[src/rtl/dsp_pkg.sv]
// Shared definitions for the cascadable multiply-accumulate slice:
// Z-operand select codes and default operand/accumulator widths.
package dsp_pkg;
    localparam int DSP_WIDTH   = 17;
    localparam int DSP_P_WIDTH = 48;

    typedef enum logic [2:0] {
        ZERO   = 3'd0,
        C      = 3'd1,
        ACC    = 3'd2,
        PCIN   = 3'd3,
        SHPCIN = 3'd4
    } mode_t;
endpackage

[src/rtl/dsp_delay_line.sv]
// Fixed-depth register pipeline with asynchronous clear; DEPTH=0 degenerates
// to a plain wire so callers can parameterise stage counts down to zero.
module dsp_delay_line
    import dsp_pkg::*;
#(
    parameter int DEPTH = 1,
    parameter int W     = 1
) (
    input  logic         clk_i,
    input  logic         rst_i,
    input  logic [W-1:0] d_i,
    output logic [W-1:0] q_o
);
    generate
        if (DEPTH == 0) begin : g_wire
            logic unused_clk_rst;
            assign unused_clk_rst = clk_i ^ rst_i;
            assign q_o = d_i;
        end else begin : g_pipe
            logic [W-1:0] stage_q [DEPTH];
            logic [W-1:0] stage_d [DEPTH];

            always_comb begin
                stage_d[0] = d_i;
                for (int i = 1; i < DEPTH; i++) begin
                    stage_d[i] = stage_q[i-1];
                end
            end

            always_ff @(posedge clk_i or posedge rst_i) begin
                if (rst_i) begin
                    for (int i = 0; i < DEPTH; i++) begin
                        stage_q[i] <= '0;
                    end
                end else begin
                    for (int i = 0; i < DEPTH; i++) begin
                        stage_q[i] <= stage_d[i];
                    end
                end
            end

            assign q_o = stage_q[DEPTH-1];
        end
    endgenerate
endmodule

[src/rtl/dsp_casc_param.sv]
// Cascadable unsigned multiply-add slice: P <= A*B + Z with Z chosen from
// zero, the C register, P itself, PCIN or PCIN shifted down by SHIFT.
module dsp_casc_param
    import dsp_pkg::*;
#(
    parameter int WIDTH   = DSP_WIDTH,
    parameter int P_WIDTH = DSP_P_WIDTH,
    parameter int ABREG   = 1,
    parameter int MREG    = 1,
    parameter int SHIFT   = WIDTH
) (
    input  logic                 clock_i,
    input  logic                 reset_i,
    input  logic                 valid_i,
    input  logic [2:0]           mode_i,
    input  logic [WIDTH-1:0]     A_i,
    input  logic [WIDTH-1:0]     B_i,
    input  logic [2*WIDTH-1:0]   C_i,
    input  logic                 C_en_i,
    input  logic [P_WIDTH-1:0]   PCIN_i,
    output logic [2*WIDTH-1:0]   P_o,
    output logic [P_WIDTH-1:0]   PCOUT_o,
    output logic                 valid_o
);
    localparam int LAT = ABREG + MREG + 1;
    localparam int PW  = 2 * WIDTH;

    // Codes outside the named set fall through to a zero addend.
    function automatic logic [P_WIDTH-1:0] z_sel(
        input logic [2:0]         m,
        input logic [P_WIDTH-1:0] p,
        input logic [P_WIDTH-1:0] c,
        input logic [P_WIDTH-1:0] pcin
    );
        case (m)
            C:       z_sel = c;
            ACC:     z_sel = p;
            PCIN:    z_sel = pcin;
            SHPCIN:  z_sel = pcin >> SHIFT;
            default: z_sel = '0;
        endcase
    endfunction

    // Stage p0 -> p1: operand registers
    logic [PW-1:0]    ab_p0, ab_p1;
    logic [WIDTH-1:0] a_p1, b_p1;
    assign ab_p0 = {A_i, B_i};

    dsp_delay_line #(.DEPTH(ABREG), .W(PW)) u_ab (
        .clk_i (clock_i),
        .rst_i (reset_i),
        .d_i   (ab_p0),
        .q_o   (ab_p1)
    );
    assign {a_p1, b_p1} = ab_p1;

    // Stage p1 -> p2: product register
    logic [PW-1:0] m_p1, m_p2;
    assign m_p1 = PW'(a_p1) * PW'(b_p1);

    dsp_delay_line #(.DEPTH(MREG), .W(PW)) u_m (
        .clk_i (clock_i),
        .rst_i (reset_i),
        .d_i   (m_p1),
        .q_o   (m_p2)
    );

    // Control rides a parallel line so mode/valid meet M at the adder.
    logic [3:0] ctl_p0, ctl_p2;
    logic       vld_p2;
    logic [2:0] mode_p2;
    assign ctl_p0 = {valid_i, mode_i};

    dsp_delay_line #(.DEPTH(LAT - 1), .W(4)) u_ctl (
        .clk_i (clock_i),
        .rst_i (reset_i),
        .d_i   (ctl_p0),
        .q_o   (ctl_p2)
    );
    assign {vld_p2, mode_p2} = ctl_p2;

    // Stage p2 -> P: free-running accumulator, wraps modulo 2^P_WIDTH
    logic [PW-1:0]      c_q, c_d;
    logic [P_WIDTH-1:0] p_q, p_d;
    logic               valid_q, valid_d;

    always_comb begin
        c_d     = C_en_i ? C_i : c_q;
        p_d     = P_WIDTH'(m_p2) + z_sel(mode_p2, p_q, P_WIDTH'(c_q), PCIN_i);
        valid_d = vld_p2;
    end

    always_ff @(posedge clock_i or posedge reset_i) begin
        if (reset_i) begin
            c_q     <= '0;
            p_q     <= '0;
            valid_q <= 1'b0;
        end else begin
            c_q     <= c_d;
            p_q     <= p_d;
            valid_q <= valid_d;
        end
    end

    assign P_o     = p_q[PW-1:0];
    assign PCOUT_o = p_q;
    assign valid_o = valid_q;
endmodule

[config.mk]
export PLATFORM = sky130hd
export DESIGN_NAME = dsp_casc_param
export DESIGN_NICKNAME = d
export VERILOG_FILES = /design/src/rtl/dsp_pkg.sv /design/src/rtl/dsp_delay_line.sv /design/src/rtl/dsp_casc_param.sv
export SDC_FILE = /design/constraint.sdc
export NUM_CORES = 1
export LEC_CHECK = 0
export CORE_MARGIN = 2
export CORE_UTILIZATION = 53
export CTS_CLUSTER_SIZE = 28
export DETAILED_ROUTE_END_ITERATION = 7
export PLACE_DENSITY = 0.82
export SYNTH_ARGS = -nofsm -noshare
export SYNTH_HDL_FRONTEND = slang
export SYNTH_SLANG_ARGS = --single-unit
[constraint.sdc]
create_clock -name clock_i -period 6 [get_ports clock_i]
set_input_delay 1.2 -clock clock_i [delete_from_list [all_inputs] [get_ports clock_i]]
set_output_delay 1.2 -clock clock_i [all_outputs]
set_load 0.1 [all_outputs]
### Word level (Yosys, flattened, before mapping)

Index checks and enable logic that the tools add are counted.

| cells by class | value |
|---|---|
| add/subtract/negate cells | 1 |
| multipliers | 1 |
| equal/unequal tests | 4 |
| mux-type cells | 1 |

Operators by type and width:

| operator | number |
|---|---|
| $pmux W48 S4 | 1 |
| $add A34 B48 Y48 | 1 |
| $mul A17 B17 Y34 | 1 |
| $eq A3 B2 Y1 const B | 2 |
| $eq A3 B1 Y1 const B | 1 |
| $eq A3 B3 Y1 const B | 1 |

| word-level totals | value |
|---|---|
| bits in registers | 159 |
| output and inout port bits | 83 |
| logic and storage cells | 14 |

### Longest topological paths before layout

| depth | value |
|---|---|
| depth in word-level cells | 3 |
| gate-level depth with buffers | 24 |
| gate-level depth less buffers | 23 |

### By module

From an unflattened synthesis, not the netlist that was laid out.

| unflattened totals | value |
|---|---|
| cell total of the unflattened synthesis | 1,793 |
| area, all modules | 17,165.2 um^2 |

Modules (own cells, without submodules):

| module | times used | cells an instance | area each (um^2) | seq. area each (um^2) |
|---|---|---|---|---|
| dsp_casc_param | 1 | 1,714 | 15,252.1 | 2,077.0 |
| dsp_delay_line at u_ab ... | 2 | 35 | 854.6 | 850.8 |
| dsp_delay_line at u_ctl | 1 | 9 | 203.9 | 200.2 |

### Least setup slack after synthesis

Ideal clock, no wire load.

| path | value |
|---|---|
| path type | register -> register |
| start | register u_ab.g_pipe.stage_q (netlist bit u_ab.q_o[8]) |
| end | register u_m.g_pipe.stage_q (netlist bit u_m.q_o[33]) |
| library setup time | 0.130 ns |
| arrival time | 5.741 ns |
| required time | 5.870 ns |
| slack | 0.129 ns |
| cell stages (with the launch flop) | 23 |
| path buffers | 2 |
| path through | dfrtp_1 clkbuf_1 clkbuf_1 nand2_1 fa_1 inv_1 fa_1 fa_1 fa_1 fa_1 inv_1 fa_1 inv_1 ha_1 a21o_1 a21o_1 a21o_1 a32oi_1 a21oi_1 nand2b_1 a21oi_1 o31ai_1 xnor2_1 |

| between the ends | value |
|---|---|
| word-level cells in the longest chain between the ends | 1 |

RTL lines:

| item | line | RTL |
|---|---|---|
| start, declared | dsp_delay_line.sv:20 | `logic [W-1:0] stage_q [DEPTH];` |
| start signal, assigned by index | dsp_delay_line.sv:37 | `stage_q[i] <= stage_d[i];` |
| $mul A17 B17 Y34 | dsp_casc_param.sv:59 | `assign m_p1 = PW'(a_p1) * PW'(b_p1);` |
| net m_p1[33] | dsp_casc_param.sv:58 | `logic [PW-1:0] m_p1, m_p2;` |
| end signal, assigned by index | dsp_delay_line.sv:37 |  |
| end, declared | dsp_delay_line.sv:20 |  |

The timed path passes the listed nets, and every way through them passes these cells.
A chain may end at the register's enable or synchronous reset.

### Worst setup path after layout

| path | value |
|---|---|
| start | register u_ab.g_pipe.stage_q (netlist bit u_ab.q_o[5]) |
| end | register u_m.g_pipe.stage_q (netlist bit u_m.q_o[22]) |

The elaborated chain is that of the path after synthesis.

==> summary.md <==
| Metric | Value |
|---|---|
| Outcome | `complete, no violations` |
| Maxcap violations | `0` |
| Detailed placement HPWL | `37600 µm` |
| Met3 usage | `0.0557` |
| GRT met1 Usage | `0.359` |
| Synthesized net count | `2255` |
| Antenna-violating nets left | `0` |
| Final Max Tran Viols | `0` |
| H-Tree Depth | `4` |
| Port Buf Inserts | `205` |
| CP endpoint kind | `register` |
| First DRT Iteration DRCs | `1145` |
| Worst hold path startpoint | `u_ctl.g_pipe.stage_d[2]` |
| Hold_buf cts | `0` |
| Post-synthesis instance total | `1765` |
| Via/cell ratio | `5.63` |
| Synth Flop Type | `dfrtp_1` |
| DRC errors left | `0` |
| Startpoint types | `register` |
| Die width | `183 µm` |
| Max Clock Freq | `171 MHz` |
| Most frequent cells in the layout | `inv_1 (276), nand2_1 (232), fa_1 (225)` |
| Drt total wl | `46800 µm` |
| Clock root cell | `clkbuf_16` |
| Period Utilization, post-route | `0.977` |
| Via count | `13373` |
| Reg area | `0.00400 mm²` |
| Mapped Area | `0.0171 mm²` |
| Setup Skew | `18.5 ps` |
| P&R area growth vs syn | `19.7%` |
| RR Endpoint | `u_m.q_o[22]` |
| Cell variety after synth | `60` |
| First-pass GRT wire length | `73300 µm` |
| IO Count | `206` |
| GR Util met2 | `0.470` |
| Commonest non-fill, non-tap cell in the layout | `inv_1` |
| DR pass1 iterations | `6` |
| Crit-path max FO | `4` |
| Clock period minus worst slack | `5860 ps` |
| Critical path class | `register to register` |
| Synthesized area per cell | `9.67 µm²` |
| Core region area | `0.0316 mm²` |
| Total CTS buffers | `17` |
| Clock Latency Late Sink | `450 ps` |
| Worst-path clk slew | `70 ps` |
| Reg2reg path depth | `22` |
| TNS Setup | `0 ps` |
| Final net count | `2452` |
| Initial antenna violation count | `0` |
| FF-to-FF Start | `u_ab.q_o[5]` |
| Seq/Total Area, Yosys | `0.233` |
| WHS Path Cells | `0` |
| Fin. Hold Viols | `0` |
| CTS Buffer Depth | `2` |
| Hold path endpoint | `u_ctl.q_o[2]` |
| Worst slew margin | `0.326` |
| Largest net degree at the start of global routing | `86` |
| Cell row count | `65` |
| Synth Register Bits | `159` |
| CTS tree | `yes` |
| Starting Density | `0.539` |
| Fillers | `2403` |
| Post-synth EDFFs | `0` |
| Final setup viols | `0` |
| Die area | `0.0336 mm²` |
| Ys async rst share | `1.00` |
| # diodes | `0` |
| Number of global-route vias before repair | `13941` |
| Wirelength per Cell | `19.7 µm` |
| Gr usage total | `0.281` |
| Area of the multi-input gates | `0.0116 mm²` |
| Reg2reg setup slack | `140 ps` |
| Min-delay worst type | `register to register` |
| Die H | `183 µm` |
| Ys Warns | `0` |
| CP Data Required Time | `6360 ps` |
| Arrival time worst endpoint | `6220 ps` |
| Layout cells sized above 1 | `0.101` |
| Most used routing layer | `met2` |
| Routability cong. | `0.986` |
| Unrepaired setup endpoints after global routing | `yes` |
| Clock sinks | `159` |
| GRT overflow | `0` |
| Slew @ Worst Pin | `1010 ps` |
[layout make-up]
class / count / area share
inverter: 277 / 0.0511
timing repair buffer: 282 / 0.129
clock inverter: 14 / 0.00796
sequential: 159 / 0.196
multi-input combinational: 1225 / 0.570
clock buffer: 18 / 0.0215
tap: 402 / 0.0246
[registers in the layout (all words and copies together), names as in the netlist]
name / count
PCOUT_o: 48
c_q: 34
u_ab.q_o: 34
u_m.q_o: 34
u_ctl.g_pipe.stage_d: 4
u_ctl.q_o: 4
valid_o: 1
[what timing repair did]
item	in CTS	in global routing
endpoints found under the hold margin	0	0
endpoints found under the setup margin	8	11
setup buffers	2	6
pin swaps	0	9
resized for setup	10	32
[critical path: stages, from the launching register on]
cell,delay [ps]
dfrtp_2,380
clkbuf_2,170
nand2_1,90
fa_1,540
fa_1,520
inv_1,70
fa_1,520
inv_1,60
fa_1,540
fa_1,430
fa_1,490
inv_1,40
ha_1,310
a21o_1,190
o221a_2,260
o21ai_1,160
a41oi_2,90
o221ai_2,260
buf_4,160
buf_4,100
nand2b_1,60
a21oi_1,190
xnor2_1,140
[routing by layer]
| layer | vias to the layer above | share of wire |
|---|---|---|
| li1 | 5989 | - |
| met1 | 6655 | 0.41 |
| met2 | 618 | 0.47 |
| met3 | 111 | 0.075 |
| met4 | 0 | 0.042 |
| met5 | - | 0 |
[through the flow]
step | util | std cells | hold slack, ps | setup slack, ps | area, µm²
after CTS | 0.641 | 2371 | 350 | 5.40 | 20300
after global routing | 0.646 | 2377 | 356 | -61.0 | 20400
after global placement | 0.620 | 2337 | 336 | 91.5 | 19600
after floorplan | - | 1765 | 331 | 129 | 17100
final | 0.646 | 2377 | 352 | 141 | 20400
after detailed placement | 0.620 | 2337 | 340 | -168 | 19600
[cells by family after synthesis]
group	count (synthesis)	synth area share
AND/OR/NAND/NOR	476	0.133
buffers and inverters	381	0.0922
adder cells (fa/ha/maj)	367	0.368
AO/OA/AOI/OAI	255	0.102
flip-flops	159	0.233
XOR/XNOR	72	0.0370
multiplexers	55	0.0349
[worst max-delay path by stage]
stage | from | endpoint | cells past startpoint
2_1_floorplan | u_ab.q_o[8] | u_m.q_o[33] | 22
3_3_place_gp | u_ab.q_o[2] | u_m.q_o[33] | 20
3_5_place_dp | u_ab.q_o[2] | u_m.q_o[28] | 20
4_1_cts | u_ab.q_o[9] | u_m.q_o[31] | 20
5_1_grt | u_ab.q_o[5] | u_m.q_o[28] | 23
6_report | u_ab.q_o[5] | u_m.q_o[22] | 22
[synthesized netlist by cell type, types with 3 or more instances]
cell type,instances,share of area
a211oi_1,10,0.0044
a21o_1,35,0.015
a21oi_1,65,0.019
a22oi_1,60,0.026
a31oi_1,8,0.0029
and2_1,125,0.046
and3_1,3,0.0011
buf_1,7,0.0015
buf_2,10,0.0029
buf_4,35,0.015
clkbuf_1,52,0.011
dfrtp_1,159,0.23
fa_1,225,0.26
ha_1,142,0.10
inv_1,277,0.061
mux2_2,36,0.024
mux2i_1,19,0.011
nand2_1,232,0.051
nand2b_1,12,0.0044
nand3_1,12,0.0035
nand4_1,9,0.0033
nor2_1,51,0.011
nor2b_1,8,0.0029
nor3_1,10,0.0029
o211ai_1,6,0.0026
o21a_1,5,0.0022
o21ai_0,29,0.0085
o21bai_1,7,0.0031
o22ai_1,3,0.0011
o31ai_1,5,0.0022
or2_2,4,0.0015
xnor2_1,44,0.023
xor2_1,28,0.014
Power is left out: the tool's default activity adds up to more than one toggle a clock period on the data nets, which glitch-free logic cannot reach.
